### config.mk
export PLATFORM = sky130hd
export DESIGN_NAME = mul_norm_round
export DESIGN_NICKNAME = d
export VERILOG_FILES = /design/src/rtl/mul_fp_pkg.sv /design/src/rtl/mul_round_rne.sv /design/src/rtl/mul_norm_round.sv
export SDC_FILE = /design/constraint.sdc
export NUM_CORES = 1
export LEC_CHECK = 0
export ABC_CLOCK_PERIOD_IN_PS = 3800
export BUFFER_PORTS_ARGS = -buffer_cell sky130_fd_sc_hd__buf_2
export CAP_MARGIN = 20
export CORE_ASPECT_RATIO = 1.4
export CORE_UTILIZATION = 54
export DETAILED_ROUTE_END_ITERATION = 8
export GPL_ROUTABILITY_DRIVEN = 0
export HOLD_SLACK_MARGIN = 0.02
export PLACE_DENSITY = 0.81
export SLEW_MARGIN = 10
export SYNTH_ARGS = -nofsm -noshare
export SYNTH_HDL_FRONTEND = slang
export SYNTH_SLANG_ARGS = --single-unit
### constraint.sdc
create_clock -name clk -period 3.8 [get_ports clk]
set_input_delay 0.57 -clock clk [delete_from_list [all_inputs] [get_ports clk]]
set_output_delay 0.57 -clock clk [all_outputs]
set_load 0.03 [all_outputs]
### src/rtl/mul_fp_pkg.sv
// rtl/mul_fp_pkg.sv - shared encodings and helpers for the FP multiplier back end
// Contents:
//   cls_e          operand / result class codes
//   BIAS, QNAN     exponent bias and canonical quiet NaN
//   FLG_*          bit positions inside the 4-bit flags word
//   resolve_class  folds two operand classes into the special code of the product
package mul_fp_pkg;

  localparam int BIAS = 127;
  localparam logic [31:0] QNAN = 32'h7FC0_0000;

  localparam int FLG_INVALID   = 3;
  localparam int FLG_OVERFLOW  = 2;
  localparam int FLG_UNDERFLOW = 1;
  localparam int FLG_INEXACT   = 0;

  typedef enum logic [1:0] {
    CLS_NORMAL = 2'b00,
    CLS_ZERO   = 2'b01,
    CLS_INF    = 2'b10,
    CLS_NAN    = 2'b11
  } cls_e;

  // NaN wins; INF x ZERO is also NaN; otherwise INF dominates ZERO.
  function automatic cls_e resolve_class(input cls_e a, input cls_e b);
    cls_e r;
    r = CLS_NORMAL;
    if (a == CLS_NAN || b == CLS_NAN ||
        (a == CLS_INF && b == CLS_ZERO) || (a == CLS_ZERO && b == CLS_INF))
      r = CLS_NAN;
    else if (a == CLS_INF || b == CLS_INF)
      r = CLS_INF;
    else if (a == CLS_ZERO || b == CLS_ZERO)
      r = CLS_ZERO;
    return r;
  endfunction

endpackage

### src/rtl/mul_round_rne.sv
// rtl/mul_round_rne.sv - round-to-nearest-even of a normalised fraction
// Ports:
//   frac_in   in   MAN_W  normalised fraction (hidden one dropped)
//   g, s      in   1      guard bit and sticky OR of the remaining bits
//   exp_in    in   EW     signed working exponent
//   frac_out  out  MAN_W  rounded fraction
//   exp_out   out  EW     exponent, bumped when rounding carries out
//   inexact   out  1      any discarded bit was set
module mul_round_rne #(
  parameter int MAN_W = 23,
  parameter int EW    = 10
) (
  input  logic [MAN_W-1:0]    frac_in,
  input  logic                g,
  input  logic                s,
  input  logic signed [EW-1:0] exp_in,
  output logic [MAN_W-1:0]    frac_out,
  output logic signed [EW-1:0] exp_out,
  output logic                inexact
);

  logic             up;
  logic [MAN_W:0]   sum;

  assign up  = g & (s | frac_in[0]);
  assign sum = {1'b0, frac_in} + {{MAN_W{1'b0}}, up};

  // On carry-out the low MAN_W bits of sum are already all zero, i.e. 1.0 x 2^(e+1).
  assign frac_out = sum[MAN_W-1:0];
  assign exp_out  = exp_in + $signed({{(EW-1){1'b0}}, sum[MAN_W]});
  assign inexact  = g | s;

endmodule

### src/rtl/mul_norm_round.sv
// rtl/mul_norm_round.sv - FP multiplier final stage: normalise, round, range/special handling
// Ports:
//   clk, rst_n        clock (rising edge), asynchronous active-low reset
//   in_valid/in_ready upstream handshake
//   mant_prod         PW-bit product of the 1.M mantissas (leading one at PW-1 or PW-2)
//   exp_a, exp_b      biased operand exponents
//   sign_a, sign_b    operand signs
//   class_a, class_b  operand classes (cls_e encoding)
//   out_valid/out_ready downstream handshake
//   result            {sign, exp, frac}
//   flags             {invalid, overflow, underflow, inexact}
module mul_norm_round
  import mul_fp_pkg::*;
#(
  parameter int EXP_W = 8,
  parameter int MAN_W = 23
) (
  input  logic                       clk,
  input  logic                       rst_n,
  input  logic                       in_valid,
  output logic                       in_ready,
  input  logic [2*(MAN_W+1)-1:0]     mant_prod,
  input  logic [EXP_W-1:0]           exp_a,
  input  logic [EXP_W-1:0]           exp_b,
  input  logic                       sign_a,
  input  logic                       sign_b,
  input  logic [1:0]                 class_a,
  input  logic [1:0]                 class_b,
  output logic                       out_valid,
  input  logic                       out_ready,
  output logic [EXP_W+MAN_W:0]       result,
  output logic [3:0]                 flags
);

  localparam int PW = 2 * (MAN_W + 1);
  localparam int EW = EXP_W + 2;
  localparam logic signed [EW-1:0] BIAS_S  = EW'(BIAS);
  localparam logic signed [EW-1:0] EXP_MAX = EW'((1 << EXP_W) - 1);

  // Stage 1 registers
  logic                  s1_valid;
  logic                  s1_sign;
  logic signed [EW-1:0]  s1_exp;
  logic [MAN_W-1:0]      s1_frac;
  logic                  s1_g;
  logic                  s1_s;
  cls_e                  s1_cls;

  // Stage 2 registers drive result/flags directly
  logic                  s2_valid;

  // Held low for one cycle after reset release so nothing is accepted mid-release.
  logic                  rdy_q;
  logic                  s2_adv;

  // Stage 1 combinational capture values
  logic                  top_bit;
  logic signed [EW-1:0]  c1_exp;
  logic [MAN_W-1:0]      c1_frac;
  logic                  c1_g;
  logic                  c1_s;

  assign top_bit = mant_prod[PW-1];
  assign c1_exp  = $signed({2'b00, exp_a}) + $signed({2'b00, exp_b}) - BIAS_S
                 + $signed({{(EW-1){1'b0}}, top_bit});

  always_comb begin
    if (top_bit) begin
      c1_frac = mant_prod[PW-2 -: MAN_W];
      c1_g    = mant_prod[PW-2-MAN_W];
      c1_s    = |mant_prod[PW-3-MAN_W:0];
    end else begin
      c1_frac = mant_prod[PW-3 -: MAN_W];
      c1_g    = mant_prod[PW-3-MAN_W];
      c1_s    = |mant_prod[PW-4-MAN_W:0];
    end
  end

  // Stage 2 combinational: rounding, then range and special override
  logic [MAN_W-1:0]      r_frac;
  logic signed [EW-1:0]  r_exp;
  logic                  r_inexact;
  logic [EXP_W+MAN_W:0]  nxt_result;
  logic [3:0]            nxt_flags;

  mul_round_rne #(.MAN_W(MAN_W), .EW(EW)) u_round (
    .frac_in  (s1_frac),
    .g        (s1_g),
    .s        (s1_s),
    .exp_in   (s1_exp),
    .frac_out (r_frac),
    .exp_out  (r_exp),
    .inexact  (r_inexact)
  );

  always_comb begin
    nxt_result = {s1_sign, r_exp[EXP_W-1:0], r_frac};
    nxt_flags  = '0;
    nxt_flags[FLG_INEXACT] = r_inexact;
    case (s1_cls)
      CLS_NAN: begin
        nxt_result = QNAN;
        nxt_flags  = '0;
        nxt_flags[FLG_INVALID] = 1'b1;
      end
      CLS_INF: begin
        nxt_result = {s1_sign, {EXP_W{1'b1}}, {MAN_W{1'b0}}};
        nxt_flags  = '0;
      end
      CLS_ZERO: begin
        nxt_result = {s1_sign, {(EXP_W+MAN_W){1'b0}}};
        nxt_flags  = '0;
      end
      default: begin
        if (r_exp >= EXP_MAX) begin
          nxt_result = {s1_sign, {EXP_W{1'b1}}, {MAN_W{1'b0}}};
          nxt_flags  = '0;
          nxt_flags[FLG_OVERFLOW] = 1'b1;
          nxt_flags[FLG_INEXACT]  = 1'b1;
        end else if (r_exp <= 0) begin
          // Flush to zero: no denormal results are produced.
          nxt_result = {s1_sign, {(EXP_W+MAN_W){1'b0}}};
          nxt_flags  = '0;
          nxt_flags[FLG_UNDERFLOW] = 1'b1;
          nxt_flags[FLG_INEXACT]   = 1'b1;
        end
      end
    endcase
  end

  // Handshake: a stage may load when it is empty or its contents move on this cycle.
  assign s2_adv    = !s2_valid || out_ready;
  assign in_ready  = rdy_q && (!s1_valid || s2_adv);
  assign out_valid = s2_valid;

  always_ff @(posedge clk or negedge rst_n) begin
    if (!rst_n) begin
      rdy_q    <= 1'b0;
      s1_valid <= 1'b0;
      s1_sign  <= 1'b0;
      s1_exp   <= '0;
      s1_frac  <= '0;
      s1_g     <= 1'b0;
      s1_s     <= 1'b0;
      s1_cls   <= CLS_NORMAL;
      s2_valid <= 1'b0;
      result   <= '0;
      flags    <= '0;
    end else begin
      rdy_q <= 1'b1;
      if (s2_adv) begin
        s2_valid <= s1_valid;
        if (s1_valid) begin
          result <= nxt_result;
          flags  <= nxt_flags;
        end
      end
      if (in_ready) begin
        s1_valid <= in_valid;
        if (in_valid) begin
          s1_sign <= sign_a ^ sign_b;
          s1_exp  <= c1_exp;
          s1_frac <= c1_frac;
          s1_g    <= c1_g;
          s1_s    <= c1_s;
          s1_cls  <= resolve_class(cls_e'(class_a), cls_e'(class_b));
        end
      end
    end
  end

endmodule

## Yosys cells after proc, flatten, opt, wreduce, memory -nomap -nowiden

Cells that the tools add are included.

- Register bits: 77
- Input port bits: 74
- Word-level logic and storage cells: 60

- Add/sub/neg operators: 5
- Order comparisons: 2
- Equal/unequal tests: 9
- Multiplexer cells: 12
- Bitwise logic cells: 4
- Reduce and logical (&&, ||, !) cells: 17

Operators with widths:

| kind | number |
|---|---|
| $pmux 32 s3 | 1 |
| $mux 31 | 2 |
| $add 23x1->24 | 1 |
| $mux 23 | 1 |
| $reduce_or 23->1 | 1 |
| $reduce_or 22->1 | 1 |
| $add 10x2->10 | 2 |
| $eq 2x2->1 const B | 6 |
| $ge 10x9->1 const B | 1 |
| $le 10x1->1 const B | 1 |
| $sub 9x7->10 const B | 1 |
| $add 8x8->9 | 1 |
| $pmux 4 s2 | 1 |
| $logic_or 1x1->1 | 7 |
| $eq 2x1->1 const B | 3 |
| $mux 2 | 3 |
| $reduce_and 2->1 | 2 |
| $logic_and 1x1->1 | 3 |
| $mux 1 | 3 |
| $mux 3 | 1 |
| $logic_not 1->1 | 2 |
| $or 1x1->1 | 2 |
| $reduce_or 2->1 | 1 |
| $and 1x1->1 | 1 |
| $xor 1x1->1 | 1 |

## Longest topological paths before layout

- Word-level depth: 8
- Gate-level depth with buffers: 15
- Depth with buffers taken out: 14

## By module

A second synthesis with hierarchy kept.

- Cells, all modules: 437
- Area, all modules: 4336.7 um^2

By module, submodules not included:

| module | times used | cells each | area an instance (um^2) |
|---|---|---|---|
| mul_norm_round | 1 | 352 | 3723.6 |
| mul_round_rne | 1 | 85 | 613.1 |

## Worst setup path after synthesis

OpenSTA, ideal clock, no wires.

- Path kind: input to register
- Start: input mant_prod[47]
- End: register s1_exp[8]
- Arrival: 3.249 ns
- Slack: 0.482 ns
- Stages on the path: 14
- Path buffers: 2
- Path through: clkbuf_1 > clkbuf_1 > inv_1 > ha_1 > inv_1 > ha_1 > inv_1 > fa_1 > nor2b_1 > o21a_1 > o21a_1 > o211ai_1 > a2111oi_0 > nand3b_1

- Longest elaborated chain between the ends: 1

RTL lines:

| what | line | RTL |
|---|---|---|
| start, declared | mul_norm_round.sv:22 | `input logic [2*(MAN_W+1)-1:0] mant_prod,` |
| $add 10x2->10 | mul_norm_round.sv:65 | `+ $signed({{(EW-1){1'b0}}, top_bit});` |
| end signal, assigned | mul_norm_round.sv:162 | `s1_exp <= c1_exp;` |
| end, declared | mul_norm_round.sv:43 | `logic signed [EW-1:0] s1_exp;` |

No other way between the ends.
A chain may end at the register's enable or synchronous reset.

## Final worst setup path

- Start: register s1_s
- End: register result[8]

- Longest elaborated chain between the ends: 8

RTL lines:

| what | line | RTL |
|---|---|---|
| start, declared | mul_norm_round.sv:46 | `logic s1_s;` |
| start signal, assigned | mul_norm_round.sv:165 | `s1_s <= c1_s;` |
| $or 1x1->1 (*) | mul_round_rne.sv:25 | `assign up = g & (s \| frac_in[0]);` |
| $and 1x1->1 (*) | mul_round_rne.sv:25 |  |
| $add 23x1->24 (*) | mul_round_rne.sv:26 | `assign sum = {1'b0, frac_in} + {{MAN_W{1'b0}}, up};` |
| $add 10x2->10 | mul_round_rne.sv:30 | `assign exp_out = exp_in + $signed({{(EW-1){1'b0}}, sum[MAN_W]});` |
| $le 10x1->1 | mul_norm_round.sv:120 | `end else if (r_exp <= 0) begin` |
| $mux 31 | mul_norm_round.sv:120 |  |
| $mux 31 (*) | mul_norm_round.sv:115 | `if (r_exp >= EXP_MAX) begin` |
| $pmux 32 s3 (*) | mul_norm_round.sv:100 | `case (s1_cls)` |
| end signal, assigned | mul_norm_round.sv:154 | `result <= nxt_result;` |
| end, declared | mul_norm_round.sv:31 | `output logic [EXP_W+MAN_W:0] result,` |

Mark *: on every way between the ends. The rest lies on a longest branch, timed or not.

==> impl_metrics.tcl <==
set metrics [dict create \
    synth.distinct_cells 55 \
    finalCritPeriodShare 0.893 \
    r2r_cells 15 \
    synth_top_area_cell "dfrtp_1" \
    critPathCaptureType "register" \
    cts_sinks 77 \
    cp-start-kind "register" \
    async_flop_share 1.00 \
    relSlewSlack 0.362 \
    synth_cells 483 \
    drive_gt1_frac 0.286 \
    critPathKind "reg2reg" \
    maxSlewViolCount 0 \
    h-tree-depth 3 \
    p_sw_frac 0.347 \
    die_height_um 110 \
    synth_edf_count 0 \
    slowest_delay_ns 0.37 \
    cp.depth 15 \
    fp.coreArea_um2 8150 \
    skew_ns 0.00616 \
    seqPwrFrac 0.376 \
    synthTopCellsByCount "nand2_1 (85), dfrtp_1 (77), o21ai_0 (43)" \
    final_util 0.681 \
    p_total_mw 3.17 \
    r2r_end "result[8]" \
    ys_seq_area_frac 0.424 \
    grt_use_total 0.249 \
    synth.top_cell.area_share 0.424 \
    io_buffers 111 \
    area_growth_pct 22.2 \
    drt_first_pass_iters 4 \
    pwr-share-comb 0.297 \
    peakVddDrop_v 0.000368 \
    dp_hpwl_um 7260 \
    antennaDiodeCount 0 \
    setup_viol 0 \
    r2r_setup_slack_ns 0.41 \
    grt_pass1_vias 3833 \
    synth_ff_type "dfrtp_1" \
    slowest_stage "dfrtp_1" \
    netlist_area_um2 4540 \
    layout_setup_ws_ns 0.408 \
    num-nets-final 681 \
    die_x_um 79.5 \
    drtAntennaViolNets 0 \
    fmax_mhz 295 \
    synth.area.top_cells "dfrtp_1 (42%), nand2_1 (7.0%), ha_1 (5.5%)" \
    fin_crit_ns 3.39 \
    hold_viol_final 0 \
    status "complete, no violations" \
    wl_per_cell_um 14.3 \
    crit_start "s1_s" \
    cts_root_buf "clkbuf_16" \
    crit_fanout 4 \
    grt_setup_unrepaired "no" \
    drv_cap 0 \
    cts_buffer_depth 2 \
    initial_core_util 0.557 \
    hold_class "in2async" \
    antenna_found_initial 0 \
    clock_latency_ns 0.34 \
    syn-num-nets 578 \
    p_per_area_nw_per_um2 572 \
    path_clk_slew_ns 0.06 \
    endpoint "result[8]" \
    grt_max_degree 78 \
    row_count 39 \
    routed_wl_um 9930 \
    required_ns 4.07 \
    tightest_slew_ns 0.958 \
    cts_tree "done" \
    p_leak_nw 2.68 \
    synthMostInstantiatedCell "nand2_1" \
    crit_arrival_ns 3.66 \
    grt_overflow 0 \
    synth.avg_cell_area_um2 9.40 \
    place_ws_ns 0.172 \
    vias 3846 \
    synth_seq_cells 77 \
    p_switching_mw 1.10 \
    drc 0 \
    crit_family "simple AND/OR/NAND/NOR gates" \
    synth_warnings 0 \
    crit_chain "o21a_1, ha_1, and4_1, nand4_1, nor3_1, and3_1, ha_1, ha_1, nand2_1, o21ba_2, mux2_2, a31oi_2, nand3_4, buf_4, o21ai_2" \
    pwr-share-clk 0.327 \
    stdcell_count 693 \
    r2r_start "s1_s" \
    p_int_mw 2.07 \
    ctsHoldBuffers 0 \
    ios 112 \
    dp.cells 674 \
    grt_pass1_wl_um 17100 \
    dieArea_um2 8780 \
    cts-buffers-inserted 9 \
    drt_iter0_markers 241 \
    cpMostUsedCell "ha_1" \
    viasPerCell 5.55 \
    tns_ns 0 \
    crit_buf_inv 1 \
]
[per-stage QoR]
stage | hold WS, ns | area [um^2]
floorplan | 0.274 | 4540
global placement | 0.447 | 5140
detailed placement | 0.461 | 5140
CTS | 0.407 | 5510
global route | 0.463 | 5550
finish | 0.378 | 5550
[power by group through the flow]
stage | Combinational, mW | Clock (mW) | Sequential [mW]
floorplan | 0.520 | 0 | 1.34
global placement | 0.903 | 0 | 1.19
detailed placement | 0.930 | 0 | 1.20
CTS | 0.938 | 1.05 | 1.19
global route | 1.04 | 1.09 | 1.22
finish | 0.941 | 1.04 | 1.19
[cells by family (layout without fill, tap and decap cells)]
family          Yosys count  in the layout  share of synthesized area
other cells               1              1                   0.000826
buf+inv                  45            153                     0.0455
xor+xnor                 34             34                     0.0656
fa+ha+maj                21             21                     0.0595
compound gates          113            113                      0.172
flops                    77             77                      0.424
simple gates            166            166                      0.174
mux                      26             26                     0.0579
[area by class of cell]
cell class                      count  area (um^2)
Timing Repair Buffer              120          651
Multi-Input combinational cell    361         2420
Clock buffer                       10          229
Sequential cell                    77         1930
Inverter                           17         63.8
Tap cell                          102          128
Clock inverter                      6          134
Fill cell                         603         2600
[how the worst min path moves through the flow]
stage	start	endpoint	cells after the start
floorplan	rst_n	flags[0]	0
global placement	result[31]	result[31]	2
detailed placement	result[16]	result[16]	2
CTS	rst_n	result[13]	1
global route	rst_n	s1_frac[13]	1
finish	rst_n	s1_frac[13]	1
[layout by cell type, fill, tap and decap left out, types with 7 or more instances in the layout]
master     Yosys  layout
xor2_1        17      17
o21ai_2       20      20
buf_4          0       8
o21ai_0       43      43
clkbuf_16      0       9
nor4_1         7       7
buf_2          5     110
nand3_1       20      20
ha_1          20      20
nand2_1       85      84
xnor2_1       17      17
nand4_1        7       7
a21oi_1       12      12
nor2_1        11      11
mux2i_1       24      24
dfrtp_1       77      77
nor3_1        11      11
o21a_1         7       7
inv_1         17      17
[sequential cells by signal, indices dropped and copies added, names as in the netlist, 2 cells and up]
register / count
result: 32
s1_frac: 23
s1_exp: 10
flags: 4
s1_cls: 2
[metal layers]
metal | vias to the layer above | track usage | share of wire
li1 | 1903 | - | -
met1 | 1781 | 0.295 | 0.41
met2 | 139 | 0.425 | 0.51
met3 | 23 | 0.0529 | 0.056
met4 | 0 | 0.108 | 0.027
met5 | - | 0 | 0
[repair_timing]
action	CTS	global route
setup buffers	0	3
gates resized for setup	0	1
setup endpoints to repair	0	12
(Power assumes the default switching activity.)
